===== src/rtl/local_network_interface.sv =====
// Tile-side network interface: packetizes PE requests into credit-controlled flits and buffers ejected flits in an RX FIFO.
// Define NI_STATS_EN to add the tx_pkt_cnt_o / rx_flit_cnt_o statistics counters.
module local_network_interface #(
    parameter int BUF_DEPTH = 8,
    parameter int RX_DEPTH  = 8,
    parameter int PKT_LEN   = 4
) (
    input  logic        clk,
    input  logic        reset,
`ifdef NI_STATS_EN
    output logic [15:0] tx_pkt_cnt_o,
    output logic [15:0] rx_flit_cnt_o,
`endif
    input  logic        tx_start_i,
    input  logic [15:0] tx_dest_i,
    input  logic [15:0] tx_payload_i,
    input  logic        tx_payload_valid_i,
    output logic        tx_payload_ready_o,
    output logic        tx_busy_o,
    output logic [15:0] ni_data_o,
    output logic        ni_valid_o,
    input  logic        ni_credit_i,
    input  logic [15:0] ni_data_i,
    input  logic        ni_valid_i,
    output logic        ni_credit_o,
    output logic [15:0] rx_data_o,
    output logic        rx_valid_o,
    input  logic        rx_read_i,
    output logic        rx_overflow_o
);

    localparam int PW = (RX_DEPTH > 1) ? $clog2(RX_DEPTH) : 1;
    localparam int CW = $clog2(RX_DEPTH + 1);
    localparam logic [3:0]    CRED_MAX = 4'(BUF_DEPTH);
    localparam logic [3:0]    LAST_PAY = 4'(PKT_LEN - 2);
    localparam logic [PW-1:0] PTR_LAST = PW'(RX_DEPTH - 1);
    localparam logic [CW-1:0] CNT_FULL = CW'(RX_DEPTH);

    typedef enum logic [1:0] {IDLE, HEAD, BODY} state_e;

    state_e      state_q;
    logic [3:0]  credits_q, credits_d;
    logic [3:0]  pay_cnt_q;
    logic [15:0] dest_q;
    logic [15:0] ni_data_q;
    logic        ni_valid_q;
    logic        has_credit;
    logic        send;

    assign has_credit         = (credits_q != 4'd0);
    assign tx_payload_ready_o = (state_q == BODY) && has_credit && tx_payload_valid_i;
    assign send               = ((state_q == HEAD) && has_credit) || tx_payload_ready_o;
    assign tx_busy_o          = (state_q != IDLE);
    assign ni_data_o          = ni_data_q;
    assign ni_valid_o         = ni_valid_q;

    // A send and a returned credit on the same edge cancel; excess credits saturate rather than wrap.
    always_comb begin
        credits_d = credits_q;
        if (send && !ni_credit_i) begin
            credits_d = credits_q - 4'd1;
        end else if (!send && ni_credit_i && (credits_q != CRED_MAX)) begin
            credits_d = credits_q + 4'd1;
        end
    end

`ifdef NI_STATS_EN
    logic [15:0] tx_pkt_cnt_q;
    assign tx_pkt_cnt_o = tx_pkt_cnt_q;
`endif

    always_ff @(posedge clk or negedge reset) begin
        if (!reset) begin
            state_q    <= IDLE;
            credits_q  <= CRED_MAX;
            pay_cnt_q  <= 4'd0;
            dest_q     <= 16'h0000;
            ni_data_q  <= 16'h0000;
            ni_valid_q <= 1'b0;
`ifdef NI_STATS_EN
            tx_pkt_cnt_q <= 16'h0000;
`endif
        end else begin
            ni_valid_q <= send;
            credits_q  <= credits_d;
            case (state_q)
                IDLE: begin
                    if (tx_start_i) begin
                        dest_q    <= tx_dest_i;
                        pay_cnt_q <= 4'd0;
                        state_q   <= HEAD;
                    end
                end
                HEAD: begin
                    if (send) begin
                        ni_data_q <= dest_q;
                        state_q   <= BODY;
                    end
                end
                BODY: begin
                    if (send) begin
                        ni_data_q <= tx_payload_i;
                        pay_cnt_q <= pay_cnt_q + 4'd1;
                        if (pay_cnt_q == LAST_PAY) begin
                            state_q <= IDLE;
`ifdef NI_STATS_EN
                            tx_pkt_cnt_q <= tx_pkt_cnt_q + 16'd1;
`endif
                        end
                    end
                end
                default: state_q <= IDLE;
            endcase
        end
    end

    logic [15:0]   mem_q [RX_DEPTH];
    logic [PW-1:0] rd_ptr_q, wr_ptr_q;
    logic [CW-1:0] count_q;
    logic          overflow_q;
    logic          pop, push, full;

    assign full          = (count_q == CNT_FULL);
    assign pop           = rx_read_i && rx_valid_o;
    assign push          = ni_valid_i && (!full || pop);
    assign rx_valid_o    = (count_q != '0);
    assign rx_data_o     = mem_q[rd_ptr_q];
    assign ni_credit_o   = pop;
    assign rx_overflow_o = overflow_q;

`ifdef NI_STATS_EN
    logic [15:0] rx_flit_cnt_q;
    assign rx_flit_cnt_o = rx_flit_cnt_q;
`endif

    // A pop frees the slot in the same edge, so a full FIFO can accept a write while it is being read.
    always_ff @(posedge clk or negedge reset) begin
        if (!reset) begin
            for (int i = 0; i < RX_DEPTH; i++) begin
                mem_q[i] <= 16'h0000;
            end
            rd_ptr_q   <= '0;
            wr_ptr_q   <= '0;
            count_q    <= '0;
            overflow_q <= 1'b0;
`ifdef NI_STATS_EN
            rx_flit_cnt_q <= 16'h0000;
`endif
        end else begin
            if (push) begin
                mem_q[wr_ptr_q] <= ni_data_i;
                wr_ptr_q        <= (wr_ptr_q == PTR_LAST) ? '0 : wr_ptr_q + 1'b1;
            end
            if (pop) begin
                rd_ptr_q <= (rd_ptr_q == PTR_LAST) ? '0 : rd_ptr_q + 1'b1;
            end
            if (push && !pop) begin
                count_q <= count_q + 1'b1;
            end else if (pop && !push) begin
                count_q <= count_q - 1'b1;
            end
            if (ni_valid_i && full && !pop) begin
                overflow_q <= 1'b1;
            end
`ifdef NI_STATS_EN
            if (ni_valid_i) begin
                rx_flit_cnt_q <= rx_flit_cnt_q + 16'd1;
            end
`endif
        end
    end

endmodule


===== config.mk =====
export PLATFORM = sky130hd
export DESIGN_NAME = local_network_interface
export DESIGN_NICKNAME = d
export VERILOG_FILES = /design/src/rtl/local_network_interface.sv
export SDC_FILE = /design/constraint.sdc
export NUM_CORES = 1
export LEC_CHECK = 0
export ABC_AREA = 1
export CORE_UTILIZATION = 57
export CTS_CLUSTER_SIZE = 24
export DETAILED_ROUTE_END_ITERATION = 10
export PLACE_DENSITY = 0.82
export SLEW_MARGIN = 20
export SYNTH_ARGS = -nofsm -noshare
export SYNTH_HDL_FRONTEND = slang
export SYNTH_SLANG_ARGS = --single-unit

===== constraint.sdc =====
create_clock -name clk -period 2.9 [get_ports clk]
set_input_delay 0.58 -clock clk [delete_from_list [all_inputs] [get_ports clk]]
set_output_delay 0.58 -clock clk [all_outputs]
set_load 0.005 [all_outputs]

==> qor.txt, run 1 <==
status: complete, no violations
area share of the largest cell type after synthesis: 53.8%
VDD IR max: 0.852 mV
Hold Crit Class: in -> async
HPWL Detailed: 11,200 um
final hold violation count: 0
Clock transition at path regs: 0.07 ns
Clk Latency, worst-skew pair: 0.43 ns
Final Power: 0.0115 W
most common cell in the netlist: nand2_1
share of cells above drive strength 1: 9.60%
RR Endpoint: count_q[3]
Area contributors post-synth: dfrtp_1 54%, nand2_1 12%, o21ai_0 7.4%
worst path arrival time: 2.17 ns
Port Buf Inserts: 92
slowest cell on the critical path: clkdlybuf4s50_1
CTS tree: yes
gr ovfl total: 0
Int Pwr: 0.00727 W
FF-to-FF path depth: 15
CTS max path bufs: 2
drt total wl: 18,500 um
Sw Ratio: 36.9%
max-slew violations: 0
Die Wd: 124 um
CTS H-tree lvls: 4
crit path max fanout: 32
LEAKAGE: 4.76 nW
Least-Margin Pin Slew: 0.540 ns
Tcrit/Tclk final: 94.7%
Worst Path Required: 2.32 ns
number of synthesized flops with an enable pin: 0
unrepaired setup endpoints after global routing: false
cell with the most instances on the worst path: nand2_1
Remaining DRCs: 0
startpoint types: flop
PnR worst setup slack: 0.154 ns
initial antenna violation count: 0
Pre-Repair DR Iteration Count: 5
Fill cells: 1,108
commonest cells in the synthesized netlist: 262 x nand2_1, 181 x dfrtp_1, 124 x o21ai_0
total core area: 0.0145 mm2
routed via count: 6,627
row count: 44
I/O Pins: 93
CP max stage delay: 0.54 ns
Comb pwr share: 42.4%
Area growth, synth to finish: 18.7%
full die area: 0.0153 mm2
Seq pwr share: 38.3%
Wirelength per Cell: 15.5 um
Power Density: 1150 mW/mm2
largest net degree at the start of global routing: 56
post-synth top area cell: dfrtp_1
skew final: 0.00502 ns
Post-DRT Antenna Nets: 0
placed insts: 1,163
starting density of the core: 58.1%
via/cell ratio: 5.55
Tmin final: 2.75 ns
Max Fclk: 364 MHz
post-synthesis instance area: 0.00842 mm2
first-pass GRT wire length: 30,200 um
Setup crit end kind: output port
Cell Chain, Critical Path: buf_6 > o21ai_0 > o22ai_1 > nand2_1 > nand2_1 > clkdlybuf4s50_1
CP Launch Point: rd_ptr_q[0]
Final setup viols: 0
dpl ws: 0.269 ns
final core utilization: 69.0%
Seq/Total Area, Yosys: 54.1%
Initial DRC Count: 414
Main synth FF type: dfrtp_1
Avg Cell Area, Syn: 9.16 um2
nets: 1,066
synthesized instance count: 919
overall routing resource usage: 26.0%
vias in the first global route: 6,197
Mapped Nets: 987
die outline height: 124 um
Root Driver: clkbuf_16
total number of yosys warnings: 0
Antenna Cells: 0
Synth cell types: 34
total CTS buffers: 17
Max Cap Viol: 0
Switch Pwr: 0.00426 W
r2r setup slk: 0.75 ns
critical path class: reg -> out
gpl congestion: 0.767
ys async rst share: 100%
Max transition margin: 64.0%
Yosys reg bits: 182
Clock power frac: 19.3%
RR Startpoint: count_q[0]
non-filler cells, final: 1,194
Sinks on Clock Net: 182
total negative slack: 0 ns
## state kept, by name, indices dropped and copies added (netlist names), 3 cells and up
signal,count
rd_ptr_q,3
pay_cnt_q,4
dest_q,16
mem_q,128
wr_ptr_q,3
credits_q,4
count_q,4
ni_data_o,16
## area by class of cell
type | count | area [um2] | share of cell area [%]
clock buffer | 21 | 450 | 4.51
clock inverter | 10 | 106 | 1.06
inverter | 47 | 179 | 1.79
multi-input combinational | 639 | 3350 | 33.5
sequential | 182 | 4560 | 45.6
tap | 184 | 230 | 2.30
timing repair buffer | 111 | 1120 | 11.2
## power groups by stage
stage	sequential (W)	clock, W	combinational [W]
after global placement	0.00440	0	0.00472
final	0.00442	0.00222	0.00489
after detailed placement	0.00442	0	0.00486
after CTS	0.00441	0.00225	0.00490
after floorplan	0.00428	0	0.00330
after global routing	0.00455	0.00235	0.00551
## layer usage
layer  track usage (%)  part of all wire (%)
met5                 0                     0
met4              7.83                   1.1
met3              6.78                   6.1
met2              41.3                    48
met1              35.0                    45
## worst max-delay path, delay by kind of cell (launching register included)
family / cells / cell delay [ns]
AO/OA/AOI/OAI: 2 / 0.34
AND/OR/NAND/NOR: 2 / 0.15
flip-flops: 1 / 0.40
buffers and inverters: 2 / 0.84
## worst max path at each step
stage,cells past startpoint,endpoint
final,6,rx_data_o[11]
after global placement,16,count_q[3]
after CTS,6,rx_data_o[11]
after global routing,6,rx_data_o[3]
after detailed placement,16,count_q[3]
after floorplan,16,count_q[3]
## cell families after synthesis
logic type,share of synthesized area [%]
simple gates,16.2
mux,5.95
fa+ha+maj,2.11
xor+xnor,0.728
buf+inv,6.11
compound gates,14.8
flops,54.1
## placed cells by master, fill, tap and decap left out, types with 2 or more instances in the layout
master,count
a21oi_1,3
a31oi_1,16
buf_12,4
buf_4,14
buf_6,2
bufinv_16,2
clkbuf_1,3
clkbuf_16,17
clkdlybuf4s50_1,91
clkinv_2,6
dfrtp_1,179
dfrtp_2,2
fa_1,2
ha_1,11
inv_1,41
inv_2,4
mux2_2,16
mux2i_1,32
nand2_1,262
nand2_4,3
nand3_1,8
nor2_1,68
nor2_2,2
o21ai_0,124
o21ai_1,31
o21ai_2,17
o22ai_1,32
xnor2_1,4
xor2_1,3
## timing repair
| action | CTS | global route |
|---|---|---|
| hold buffers | 0 | 0 |
| resized for setup | 0 | 1 |
| setup endpoints to repair | 0 | 6 |
| buffers inserted | 0 | 0 |
## through the flow
| stage | area [um2] | hold slack, ns |
|---|---|---|
| after global routing | 9990 | 0.144 |
| after CTS | 9990 | 0.119 |
| after global placement | 9430 | 0.461 |
| after detailed placement | 9430 | 0.468 |
| final | 9990 | 0.114 |
| after floorplan | 8420 | 0.284 |
Note: power is estimated with default switching activity, not from simulation.
==> run 2, diff against run 1 <==
--- a/config.mk
+++ b/config.mk
@@ -6,10 +6,11 @@
 export NUM_CORES = 1
 export LEC_CHECK = 0
 export ABC_AREA = 1
-export CORE_UTILIZATION = 57
+export CORE_ASPECT_RATIO = 0.9
+export CORE_UTILIZATION = 43
 export CTS_CLUSTER_SIZE = 24
 export DETAILED_ROUTE_END_ITERATION = 10
-export PLACE_DENSITY = 0.82
+export PLACE_DENSITY = 0.65
 export SLEW_MARGIN = 20
 export SYNTH_ARGS = -nofsm -noshare
 export SYNTH_HDL_FRONTEND = slang
==> run 2 against run 1 <==
Clock skew up 0.0036 ns. Die area is 32% higher. Combinational power grew 2%. First-iteration DRC count down 23%. Clock power up 5%. Clock-buffer cell count fell by 3. Worst setup slack worse by 0.027 ns. Critical path depth unchanged. Sequential power up 0.9%. Global-route usage down 5.1 points. Fmax shrank 0.98%. Design area grew 2.0%. Largest power group unchanged.
==> qor.txt, run 2 (synthesis results as in run 1) <==
Die Wd: 149 um
slowest cell on the critical path: clkdlybuf4s50_1
Final setup viols: 0
starting density of the core: 43.9%
vias in the first global route: 6,317
Clk Latency, worst-skew pair: 0.43 ns
Worst Path Required: 2.32 ns
Largest Register: mem_q
RR Endpoint: count_q[3]
GR Util met3: 6.18%
Largest delay share family, worst path: buffers and inverters
Max Fclk: 361 MHz
CP max stage delay: 0.53 ns
Max transition margin: 54.4%
drt total wl: 19,400 um
Max Cap Viol: 0
overall routing resource usage: 20.8%
Antenna Cells: 0
CTS tree: yes
RR Startpoint: count_q[0]
Pre-Repair DR Iteration Count: 5
status: complete, no violations
Clock power frac: 19.8%
largest net degree at the start of global routing: 73
worst path arrival time: 2.19 ns
Seq pwr share: 37.9%
Switch Pwr: 0.00432 W
Power Density: 1160 mW/mm2
Cell Chain, Critical Path: buf_4 > o21ai_0 > o22ai_1 > nand2_1 > nand2_1 > clkdlybuf4s50_1
first-pass GRT wire length: 32,500 um
Comb pwr share: 42.3%
cell with the most instances on the worst path: nand2_1
FF-to-FF path depth: 15
skew final: 0.00861 ns
full die area: 0.0201 mm2
gpl congestion: 0.792
hold_buf cts: 0
Hold Crit Class: in -> async
final hold violation count: 0
via/cell ratio: 5.06
VDD IR max: 0.576 mV
nets: 1,074
Sw Ratio: 36.7%
met1 Use GR: 28.9%
Root Driver: clkbuf_16
share of cells above drive strength 1: 10.7%
Setup crit end kind: output port
startpoint types: flop
Post-DRT Antenna Nets: 0
Port Buf Inserts: 92
row count: 48
Largest register FFs: 128
leading cell type in the layout, fill and taps excluded: nand2_1
r2r setup slk: 0.80 ns
crit path max fanout: 18
total core area: 0.0192 mm2
Remaining DRCs: 0
final core utilization: 53.2%
CTS H-tree lvls: 4
most used routing layer: met2
Final Power: 0.0118 W
commonest non-fill, non-tap cells in the layout: 262 x nand2_1, 179 x dfrtp_1, 124 x o21ai_0
Buffers & Inverters on Critical Path: 2
Int Pwr: 0.00745 W
HPWL Detailed: 12,100 um
LEAKAGE: 4.81 nW
Wirelength per Cell: 15.3 um
Tcrit/Tclk final: 95.6%
gr ovfl total: 0
Clock transition at path regs: 0.07 ns
total CTS buffers: 17
Fill cells: 1,786
routed via count: 6,422
met2 GRT Util: 32.1%
Least-Margin Pin Slew: 0.684 ns
critical path depth in cells: 6
critical path class: reg -> out
CTS max path bufs: 2
I/O Pins: 93
max-slew violations: 0
Initial DRC Count: 318
Sinks on Clock Net: 182
Tmin final: 2.77 ns
initial antenna violation count: 0
die outline height: 135 um
Area growth, synth to finish: 21.0%
-- run 2: cell types whose count changed in the layout (fill, tap and decap cells not counted), moves of 2 or more --
cell,before,now
clkinv_2,6,4
clkbuf_1,3,0
buf_4,14,20
clkinvlp_4,1,4
-- run 2: how the worst max path moves through the flow --
stage / from / endpoint
finish: rd_ptr_q[0] / rx_data_o[11]
global route: rd_ptr_q[0] / rx_data_o[4]
CTS: rd_ptr_q[0] / rx_data_o[12]
detailed placement: rx_read_i / count_q[3]
global placement: rx_read_i / count_q[3]
floorplan: rx_read_i / count_q[3]
-- run 2: layer usage --
metal,wire length [um],share of wire [%],vias to the layer above
met1,9380,48,3059
met5,0,0,-
met3,1190,6.1,9
met4,104,0.54,0
met2,8750,45,135
li1,-,-,3219
-- run 2: final cells by class --
type / instances / area (um2) / area share (%)
Tap cell: 250 / 313 / 3.07
Inverter: 47 / 179 / 1.76
Clock buffer: 18 / 439 / 4.31
Sequential cell: 182 / 4560 / 44.8
Multi-Input combinational cell: 639 / 3350 / 32.9
Timing Repair Buffer: 119 / 1190 / 11.7
Clock inverter: 13 / 158 / 1.55
-- run 2: repair_timing --
action,4_1_cts,5_1_grt
gates resized for setup,1,8
setup buffers,3,2
endpoints found under the setup margin,10,7
-- run 2: per-stage QoR --
step / setup TNS [ns] / hold slack [ns] / cells / area [um2] / setup WS (ns)
global route: -0.0446 / 0.225 / 1268 / 10200 / -0.0446
detailed placement: 0 / 0.465 / 1232 / 9520 / 0.295
finish: 0 / 0.164 / 1268 / 10200 / 0.127
CTS: 0 / 0.192 / 1266 / 10100 / 0.0605
global placement: 0 / 0.462 / 1232 / 9520 / 0.353
floorplan: 0 / 0.284 / 919 / 8420 / 0.734
-- run 2: power groups by stage --
| stage | Sequential (W) | Combinational (W) | Clock (W) |
|---|---|---|---|
| floorplan | 0.00428 | 0.00330 | 0 |
| global placement | 0.00450 | 0.00477 | 0 |
| detailed placement | 0.00451 | 0.00489 | 0 |
| CTS | 0.00448 | 0.00496 | 0.00240 |
| global route | 0.00461 | 0.00562 | 0.00250 |
| finish | 0.00446 | 0.00498 | 0.00234 |
